`src/rtl/ram_bist_ctrl.sv`:
```
// RAM BIST engine: writes a pattern to every address, reads it back, counts mismatches.
// Define RAM_BIST_ERR_LOG_EN to add first-mismatch capture (address, expected, received).
module ram_bist_ctrl #(
   parameter int DATA_W = 16,
   parameter int ADDR_W = 8,
   parameter int RD_LAT = 1,
   parameter int ERR_W  = 16
) (
   input  logic              sys_clk,
   input  logic              rst,
   input  logic              start,
   input  logic [1:0]        mode,
   output logic              ram_we,
   output logic [ADDR_W-1:0] ram_addr,
   output logic [DATA_W-1:0] ram_wdata,
   input  logic [DATA_W-1:0] ram_rdata,
   output logic              busy,
   output logic              done,
   output logic              pass,
   output logic [ERR_W-1:0]  err_cnt
`ifdef RAM_BIST_ERR_LOG_EN
   ,
   output logic [ADDR_W-1:0] first_err_addr,
   output logic [DATA_W-1:0] first_err_exp,
   output logic [DATA_W-1:0] first_err_got,
   output logic              first_err_vld
`endif
);

   // state | meaning
   // IDLE  | waiting for start; pass/err_cnt hold the last result
   // WRITE | writing pattern(addr) to every address
   // READ  | issuing reads; expected words ride the compare pipe
   // DRAIN | RD_LAT cycles for the last reads to return
   // DONE  | one-cycle done pulse, pass updated
   typedef enum logic [2:0] {IDLE, WRITE, READ, DRAIN, DONE} state_t;

   state_t            state, state_nxt;
   logic [ADDR_W-1:0] addr;
   logic [1:0]        mode_q;
   logic [1:0]        drain_cnt;
   logic [RD_LAT-1:0] vld_pipe;
   logic [DATA_W-1:0] exp_pipe [RD_LAT];
   logic              addr_last;
   logic              mism;
   logic [ERR_W-1:0]  err_nxt;

   function automatic logic [DATA_W-1:0] pattern(input logic [1:0] m, input logic [ADDR_W-1:0] a);
      logic [DATA_W-1:0] p;
      p = '0;
      case (m)
         2'd0:    p = DATA_W'(a);
         2'd1:    p = ~DATA_W'(a);
         2'd2:    for (int i = 0; i < DATA_W; i++) p[i] = a[0] ^ ~i[0];
         default: p = '1;
      endcase
      return p;
   endfunction

   assign addr_last = &addr;
   assign ram_we    = (state == WRITE);
   assign ram_addr  = addr;
   assign ram_wdata = ram_we ? pattern(mode_q, addr) : '0;
   assign busy      = (state == WRITE) || (state == READ) || (state == DRAIN);
   assign done      = (state == DONE);

   assign mism    = vld_pipe[RD_LAT-1] && (ram_rdata != exp_pipe[RD_LAT-1]);
   assign err_nxt = (mism && (err_cnt != '1)) ? err_cnt + ERR_W'(1) : err_cnt;

   always_ff @(posedge sys_clk or posedge rst) begin
      if (rst) state <= IDLE;
      else     state <= state_nxt;
   end

   always_comb begin
      state_nxt = state;
      case (state)
         IDLE:    if (start) state_nxt = WRITE;
         WRITE:   if (addr_last) state_nxt = READ;
         READ:    if (addr_last) state_nxt = DRAIN;
         DRAIN:   if (drain_cnt == 2'd0) state_nxt = DONE;
         DONE:    state_nxt = IDLE;
         default: state_nxt = IDLE;
      endcase
   end

   always_ff @(posedge sys_clk or posedge rst) begin
      if (rst) begin
         addr      <= '0;
         mode_q    <= '0;
         drain_cnt <= '0;
         err_cnt   <= '0;
         pass      <= 1'b0;
      end else begin
         err_cnt <= err_nxt;
         case (state)
            IDLE: if (start) begin
               mode_q  <= mode;
               err_cnt <= '0;
               pass    <= 1'b0;
               addr    <= '0;
            end
            // address wraps to 0 on its own at the end of WRITE and READ
            WRITE, READ: begin
               addr      <= addr + ADDR_W'(1);
               drain_cnt <= 2'(RD_LAT - 1);
            end
            DRAIN: begin
               drain_cnt <= drain_cnt - 2'd1;
               if (drain_cnt == 2'd0) pass <= (err_nxt == '0);
            end
            default: ;
         endcase
      end
   end

   always_ff @(posedge sys_clk or posedge rst) begin
      if (rst) begin
         vld_pipe <= '0;
         for (int i = 0; i < RD_LAT; i++) exp_pipe[i] <= '0;
      end else begin
         vld_pipe[0] <= (state == READ);
         exp_pipe[0] <= pattern(mode_q, addr);
         for (int i = 1; i < RD_LAT; i++) begin
            vld_pipe[i] <= vld_pipe[i-1];
            exp_pipe[i] <= exp_pipe[i-1];
         end
      end
   end

`ifdef RAM_BIST_ERR_LOG_EN
   logic [ADDR_W-1:0] addr_pipe [RD_LAT];

   always_ff @(posedge sys_clk or posedge rst) begin
      if (rst) begin
         for (int i = 0; i < RD_LAT; i++) addr_pipe[i] <= '0;
         first_err_addr <= '0;
         first_err_exp  <= '0;
         first_err_got  <= '0;
         first_err_vld  <= 1'b0;
      end else begin
         addr_pipe[0] <= addr;
         for (int i = 1; i < RD_LAT; i++) addr_pipe[i] <= addr_pipe[i-1];
         if ((state == IDLE) && start) begin
            first_err_addr <= '0;
            first_err_exp  <= '0;
            first_err_got  <= '0;
            first_err_vld  <= 1'b0;
         end else if (mism && !first_err_vld) begin
            first_err_addr <= addr_pipe[RD_LAT-1];
            first_err_exp  <= exp_pipe[RD_LAT-1];
            first_err_got  <= ram_rdata;
            first_err_vld  <= 1'b1;
         end
      end
   end
`endif

endmodule
```
`config.mk`:
```
export PLATFORM = sky130hd
export DESIGN_NAME = ram_bist_ctrl
export DESIGN_NICKNAME = d
export VERILOG_FILES = /design/src/rtl/ram_bist_ctrl.sv
export SDC_FILE = /design/constraint.sdc
export NUM_CORES = 1
export LEC_CHECK = 0
export ABC_AREA = 1
export CAP_MARGIN = 20
export CORE_UTILIZATION = 46
export DETAILED_ROUTE_END_ITERATION = 8
export PLACE_DENSITY_LB_ADDON = 0.1
export SKIP_CTS_REPAIR_TIMING = 1
export SLEW_MARGIN = 25
export SYNTH_ARGS = -nofsm -noshare
export SYNTH_HDL_FRONTEND = slang
export SYNTH_SLANG_ARGS = --single-unit
```
`constraint.sdc`:
```
create_clock -name sys_clk -period 2.03 [get_ports sys_clk]
set_clock_uncertainty 0.2 [all_clocks]
set_input_delay 0.3045 -clock sys_clk [delete_from_list [all_inputs] [get_ports sys_clk]]
set_output_delay 0.3045 -clock sys_clk [all_outputs]
set_load 0.05 [all_outputs]
```
# --- Word level (Yosys, flattened, before mapping) ---
# Cells that the tools add are included.
totals:
  output_inout_bits: 44
  latch_bits: 0
  n_memories: 0
  ramBits: 0
  reg_bits: 49
  input_bits: 21
  romBits: 0
classes:
  reduce_logical: 17
  mul: 0
  n_lt_le_gt_ge: 0
  eq_ne: 12
  add_sub_neg: 3
  bitwise_logic: 2
  shift: 0
  mux: 16
  div_mod_pow: 0
op_table:
  columns: ["cell", "n"]
  rows:
  - ["$mux 16", 4]
  - ["$pmux 16 s3", 1]
  - ["$add 16x1->16 const B", 1]
  - ["$logic_not 16->1", 1]
  - ["$ne 16x16->1", 1]
  - ["$ne 16x16->1 const B", 1]
  - ["$not 8->16", 1]
  - ["$pmux 8 s2", 1]
  - ["$mux 3", 4]
  - ["$pmux 3 s4", 1]
  - ["$add 8x1->8 const B", 1]
  - ["$mux 8", 1]
  - ["$reduce_and 8->1", 1]
  - ["$eq 3x2->1 const B", 2]
  - ["$reduce_bool 2->1", 3]
  - ["$logic_not 2->1", 2]
  - ["$ne 2x1->1 const B", 2]
  - ["$ne 2x2->1 const B", 2]
  - ["$pmux 2 s2", 1]
  - ["$reduce_and 2->1", 2]
  - ["$reduce_and 4->1", 1]
  - ["$eq 3x1->1 const B", 1]
  - ["$eq 3x3->1 const B", 1]
  - ["$logic_not 3->1", 1]
  - ["other kinds (10)", 13]

# --- Depth between registers and ports, before layout ---
# Gate-level depths: netlist of run 1.
depth:
  ltp_word: 7
  ltp_mapped: 16
  depth_no_buf: 15

# --- Worst setup path before layout of run 1 ---
# OpenSTA, ideal clock, no wires.
synth_timing:
  path_kind: "register to output"
  startpoint: "reg state[2]"
  endpoint: "out ram_wdata[10]"
  n_path_buf: 1
  slack_ps: -995
  path_stages_with_launch: 5
  t_required_ps: 1525
  arrival_time_ps: 2521
  path_cell_list: "dfrtp_1 > nor3_4 > inv_1 > a21oi_1 > buf_4"
synth_between:
  elab_chain_cells: 2
synth_rtl:
  columns: ["element", "line", "text"]
  rows:
  - ["start: declaration", "38", "state_t state, state_nxt;"]
  - ["start signal: assignment", "72", "else state <= state_nxt;"]
  - ["$eq 3x1->1", "61", "assign ram_we = (state == WRITE);"]
  - ["net ram_we", "13", "output logic ram_we,"]
  - ["$mux 16", "63", "assign ram_wdata = ram_we ? pattern(mode_q, addr) : '0;"]
  - ["end: declaration", "15", "output logic [DATA_W-1:0] ram_wdata,"]
# The timed path passes the listed nets, and every way through them passes these cells.

# --- Worst setup path in the final report of run 1 ---
layout_timing:
  startpoint: "reg err_cnt[0]"
  endpoint: "reg pass"
layout_between:
  elab_chain_cells: 6
  elab_cells_between_ends: 7
  classes_between: "1 x add/sub; 1 x eq/ne; 3 x mux; 2 x reduce/logical"
layout_rtl:
  columns: ["element", "line", "text"]
  rows:
  - ["start: declaration", "20", "output logic [ERR_W-1:0] err_cnt"]
  - ["start signal: assignment", "95", "err_cnt <= err_nxt;"]
  - ["branches (longest 2 deep; another with $add 16x1->16)", null, null]
  - ["$mux 16 *", "68", "assign err_nxt = (mism && (err_cnt != '1)) ? err_cnt + ERR_W'(1) : err_cnt;"]
  - ["$logic_not 16->1 *", "110", "if (drain_cnt == 2'd0) pass <= (err_nxt == '0);"]
  - ["$mux 1 *", "110", null]
  - ["$pmux 1 s2 *", "96", "case (state)"]
  - ["end signal: assignment", "110", null]
  - ["end: declaration", "19", "output logic pass,"]
# Mark *: on every way between the ends. The select of a mux whose other input is x is not followed.
# A chain may end at the register's enable or synchronous reset.

==> results.sh, run 1 <==
export IMPL_status="finished, violations left"
export IMPL_violations="negative setup slack"
export IMPL_antenna_found_initial=0
export IMPL_die_w_um=80.13
export IMPL_rsz0062_at_grt="true"
export IMPL_power_density_nw_per_um2=462.4
export IMPL_syn_num_nets=433
export IMPL_cts_tree="done"
export IMPL_grt_start_max_net_pins=44
export IMPL_synth_seq_area_share=0.3832
export IMPL_diodes=0
export IMPL_vias=3193
export IMPL_vdd_ir_drop_worst_uv=627.6
export IMPL_post_dp_hpwl_um=6196
export IMPL_layout_nets=558
export IMPL_cp_end_kind="flip-flop"
export IMPL_critPathMaxFanout=6
export IMPL_first_global_vias=2804
export IMPL_gp_congestion=0.9909
export IMPL_viasPerCell=5.234
export IMPL_syn_cell_area_um2=2808
export IMPL_drive_above_1_share=0.3664
export IMPL_cts_sinks=43
export IMPL_synth_ff_type="dfrtp_1"
export IMPL_min_path_type="input pin to async pin"
export IMPL_holdWs_ns=0.1593
export IMPL_grt_total_usage=0.2646
export IMPL_p_total_uw=2110
export IMPL_r2r_end="pass"
export IMPL_nFillCells=415
export IMPL_grt_overflow=0
export IMPL_placementRows=28
export IMPL_synth_edf_count=0
export IMPL_r2r_start="err_cnt[0]"
export IMPL_yosys_warnings=0
export IMPL_worst_slack_ns=-0.1629
export IMPL_rr_worst_depth=13
export IMPL_cap_violations=0
export IMPL_drc=0
export IMPL_syn2layout_area_growth_pct=62.52
export IMPL_syn_inst=409
export IMPL_grt_pass1_wl_um=12890
export IMPL_clk_pin_slew_ns=0.09
export IMPL_routed_wl_um=9056
export IMPL_clkLatencyLatePin_ns=0.31
export IMPL_dr_pass1_iters=5
export IMPL_fp_coreArea_um2=5921
export IMPL_r2r_slack_ns=-0.16
export IMPL_max_freq_mhz=456.0
export IMPL_final_max_slew_viol_count=0
export IMPL_synthTopCellsByArea="dfrtp_1, nand2_1, nor2_1, inv_1, nand4_1"
export IMPL_clock_path_buffers=2
export IMPL_yosysTopAreaCellShare=0.3832
export IMPL_wl_per_cell_um=14.85
export IMPL_async_flop_share=1.000
export IMPL_fin_crit_ns=2.193
export IMPL_setup_viol=18
export IMPL_synth_cell_types=35
export IMPL_die_area_um2=6420
export IMPL_yosys_top_cells_count="nand2_1, nor2_1, inv_1, dfrtp_1, a21oi_1"
export IMPL_max_slew_margin=0.7665
export IMPL_port_buffers=64
export IMPL_fin_crit_sh=1.080
export IMPL_synth_top_area_cell="dfrtp_1"
export IMPL_ys_seq_elements=43
export IMPL_avgSynthCellArea_um2=6.865
export IMPL_p_leak_uw=0.002324
export IMPL_dr_first_iter_drc_count=304
export IMPL_htreeDepth=2
export IMPL_cp_arrival_ns=2.24
export IMPL_crit_type="flip-flop to flip-flop"
export IMPL_die_h_um=80.13
export IMPL_worstPathRequired_ns=2.07
export IMPL_clockRootBuffer="clkbuf_8"
export IMPL_io_pins=65
export IMPL_ant_nets=0
export IMPL_hold_violations=0
export IMPL_critPathLaunchType="flip-flop"
export IMPL_worst_pin_slew_ns=0.3448
export IMPL_synth_most_common_cell="nand2_1"
export IMPL_initial_core_util=0.4742
export IMPL_cts_buffers=5
through the flow:
stage                     setup TNS, ns  cell area [um2]  instances    util  setup WS, ns
after floorplan                  -9.321             2922        409       -       -0.5784
after global placement           -2.828             4111        585  0.6944       -0.3285
after detailed placement         -3.786             4111        585  0.6944       -0.3936
after CTS                        -3.385             4203        593  0.7098       -0.2532
after global routing             -2.850             4563        610  0.7707       -0.2884
final                            -2.008             4563        610  0.7707       -0.1629
state kept, by name (all words and copies together) (netlist names):
signal / flops
drain_cnt: 2
err_cnt: 16
exp_pipe: 10
mode_q: 2
pass: 1
ram_addr: 8
state: 3
vld_pipe: 1
layer usage:
layer  share of wire  track usage  vias up
met5               0            0        -
li1                -            -     1549
met4           0.020      0.06786        0
met2            0.50       0.4573      132
met3           0.069      0.04091       24
met1            0.41       0.3447     1488
cell families (layout without fill, tap and decap cells):
kind of cell | count (synthesis) | count (layout) | synth area share
flip-flops | 43 | 43 | 0.3832
AND/OR/NAND/NOR | 238 | 240 | 0.3752
adder cells (fa/ha/maj) | 3 | 3 | 0.01337
AO/OA/AOI/OAI | 45 | 45 | 0.08868
XOR/XNOR | 9 | 9 | 0.03075
buffers and inverters | 71 | 195 | 0.1087
final cells by class:
type,count,area [um2],area share
Sequential cell,43,1101,0.2413
Multi-Input combinational cell,297,1685,0.3693
Tap cell,75,93.84,0.02056
Inverter,59,227.7,0.04990
Clock inverter,1,5.005,0.001097
Timing Repair Buffer,128,1364,0.2989
Clock buffer,7,86.33,0.01892
cells in the final DEF (no fill, tap or decap), drive strengths merged, types with 11 or more instances in the layout:
master	n
a21oi	19
buf	108
dfrtp	43
dlymetal6s2s	11
inv	58
nand2	127
nand3	18
nand4	18
nor2	66
o21ai	15
worst max path at each step:
stage | startpoint | to | slack [ns] | depth (start not counted)
floorplan | state[0] | ram_wdata[10] | -0.58 | 5
global placement | ram_rdata[9] | pass | -0.33 | 14
detailed placement | ram_rdata[0] | pass | -0.39 | 14
CTS | mode_q[1] | ram_wdata[7] | -0.25 | 6
global route | exp_pipe[4] | pass | -0.29 | 14
finish | err_cnt[0] | pass | -0.16 | 13
critical path, cell delays in order, from the launching register on:
cell and delay, ns:
dfrtp_2 0.45, ha_4 0.18, nand2_4 0.08, nor2_4 0.05, nand4_4 0.14, buf_4 0.16, nand3_2 0.15, nand2_1 0.13
nand2_1 0.05, nor2_1 0.10, nand2_1 0.06, nor2_1 0.13, nand3_1 0.13, nand2_1 0.09
where the power goes:
group | total, uW | internal [uW] | switching [uW]
Clock | 588 | 275 | 313
Sequential | 989 | 904 | 85.3
Combinational | 533 | 210 | 322
Total | 2110 | 1390 | 721
(Power assumes the default switching activity.)
==> inputs of run 2 (changes only) <==
- CORE_ASPECT_RATIO: unset -> 0.6
- HOLD_SLACK_MARGIN: unset -> 0.05
==> run 2 against run 1 <==
Count of clock-buffer cells in the layout unchanged. The run still ends with negative setup slack left. Worst hold slack got worse by 0.0044 ns. Register-to-register slack gained 0.07 ns. Utilization up 2.9 points. Sequential share of layout area decreased by 0.052 points. Cell count up 0.98%. Worst setup slack better by 0.033 ns. Flip-flop and latch count unchanged.
==> results.sh, run 2 (synthesis results as in run 1) <==
export IMPL_clkPwrFrac=0.277
export IMPL_cts_sinks=43
export IMPL_drt_met1_wl_um=4107
export IMPL_antenna_found_initial=0
export IMPL_power_density_nw_per_um2=458.6
export IMPL_dr_pass1_iters=5
export IMPL_gp_congestion=0.9777
export IMPL_layout_cells_non_filler=616
export IMPL_crit_cells=6
export IMPL_setup_viol=17
export IMPL_grt_total_usage=0.2669
export IMPL_max_stage_delay_ns=0.46
export IMPL_worst_slack_ns=-0.1297
export IMPL_cp_arrival_ns=1.66
export IMPL_dr_first_iter_drc_count=339
export IMPL_r2r_end="pass"
export IMPL_fin_tns_setup_ns=-1.548
export IMPL_critPathMaxFanout=7
export IMPL_io_pins=65
export IMPL_regMostFlops="err_cnt"
export IMPL_final_util=0.7993
export IMPL_grt_overflow=0
export IMPL_layout_commonest_cell="nand2_1"
export IMPL_met3_length_um=1014
export IMPL_final_cell_mix="nand2_1, buf_4, nor2_1"
export IMPL_clock_path_buffers=2
export IMPL_htreeDepth=2
export IMPL_viasPerCell=5.323
export IMPL_cts_buffers=5
export IMPL_placementRows=21
export IMPL_pwr_share_seq=0.467
export IMPL_r2r_slack_ns=-0.09
export IMPL_first_global_vias=2746
export IMPL_ant_nets=0
export IMPL_die_h_um=62.52
export IMPL_cp_end_kind="output pin"
export IMPL_crit_type="flip-flop to output pin"
export IMPL_routed_wl_um=9433
export IMPL_power_switching_uw=712.9
export IMPL_clockRootBuffer="clkbuf_8"
export IMPL_post_place_ws_ns=-0.4459
export IMPL_rr_worst_depth=12
export IMPL_fin_crit_sh=1.064
export IMPL_dr_max_layer_used="met4"
export IMPL_wl_per_cell_um=15.31
export IMPL_switching_share=0.3395
export IMPL_vias=3279
export IMPL_fin_crit_ns=2.160
export IMPL_cp_top_family="buffers and inverters"
export IMPL_status="finished, violations left"
export IMPL_drc=0
export IMPL_clkLatencyLatePin_ns=0.30
export IMPL_cpMostUsedCell="buf_12"
export IMPL_design_area_um2=4578
export IMPL_cts_tree="done"
export IMPL_max_slew_margin=0.6719
export IMPL_wl_met2_um=4243
export IMPL_drive_above_1_share=0.3619
export IMPL_clk_pin_slew_ns=0.09
export IMPL_layout_nets=559
export IMPL_diodes=0
export IMPL_syn2layout_area_growth_pct=63.06
export IMPL_max_freq_mhz=463.0
export IMPL_post_dp_hpwl_um=6446
export IMPL_internal_power_uw=1387
export IMPL_rsz0062_at_grt="true"
export IMPL_largest_reg_flops=16
export IMPL_min_path_type="input pin to async pin"
export IMPL_vdd_ir_drop_worst_uv=281.8
export IMPL_violations="negative setup slack"
export IMPL_die_w_um=102.9
export IMPL_comb_power_share=0.255
export IMPL_final_max_slew_viol_count=0
export IMPL_critPathLaunchType="flip-flop"
export IMPL_worst_pin_slew_ns=0.4906
export IMPL_p_leak_uw=0.002292
export IMPL_die_area_um2=6430
export IMPL_dp_cells=586
export IMPL_fp_coreArea_um2=5728
export IMPL_r2r_start="err_cnt[5]"
export IMPL_cp_slowest_cell="dfrtp_2"
export IMPL_port_buffers=64
export IMPL_hold_violations=0
export IMPL_cp_buffers_inverters=4
export IMPL_place_area_um2=4078
export IMPL_grt_start_max_net_pins=44
export IMPL_path_cells="nor3_4 -> inv_2 -> buf_12 -> a21oi_4 -> buf_12 -> buf_12"
export IMPL_grt_pass1_wl_um=13250
export IMPL_initial_core_util=0.4902
export IMPL_cap_violations=0
export IMPL_worstPathRequired_ns=1.53
## run 2: worst max-delay path by stage
stage,startpoint,end,slack [ns]
after global routing,err_cnt[0],pass,-0.22
after floorplan,state[0],ram_wdata[10],-0.58
final,state[2],ram_wdata[14],-0.13
after detailed placement,ram_rdata[9],pass,-0.45
after CTS,mode_q[0],ram_wdata[4],-0.22
after global placement,ram_rdata[9],pass,-0.38
## run 2: tightest hold or removal path, cell delays in order
cell,delay (ns)
clkdlybuf4s50_1,0.39
inv_1,0.09
buf_12,0.24
## run 2: final cells by class
type,instances,area (um2)
clock buffer,7,86.33
clock inverter,1,5.005
fill,385,1150
inverter,59,227.7
multi-input combinational,296,1687
sequential,43,1102
tap,80,100.1
timing repair buffer,130,1370
## run 2: routing by layer
| layer | up-vias | GRT usage |
|---|---|---|
| met4 | 0 | 0.04577 |
| li1 | 1545 | - |
| met3 | 9 | 0.05257 |
| met5 | - | 0 |
| met1 | 1547 | 0.4290 |
| met2 | 178 | 0.3700 |
## run 2: power groups by stage
| stage | combinational (uW) | clock (uW) | sequential [uW] |
|---|---|---|---|
| global route | 572 | 612 | 986 |
| finish | 536 | 582 | 982 |
| CTS | 511 | 577 | 978 |
| detailed placement | 507 | 0 | 995 |
| floorplan | 163 | 0 | 1130 |
| global placement | 507 | 0 | 996 |
## run 2: through the flow
stage	hold slack, ns	total power (uW)
floorplan	0.2141	1290
global placement	0.3038	1502
detailed placement	0.3112	1503
CTS	0.1757	2066
global route	0.2047	2171
finish	0.1549	2100
==> inputs of run 3 (changes only) <==
- CAP_MARGIN: 20 -> 25
==> results of run 3 <==
No change in the layout: final DEF, timing and power equal those of run 2.
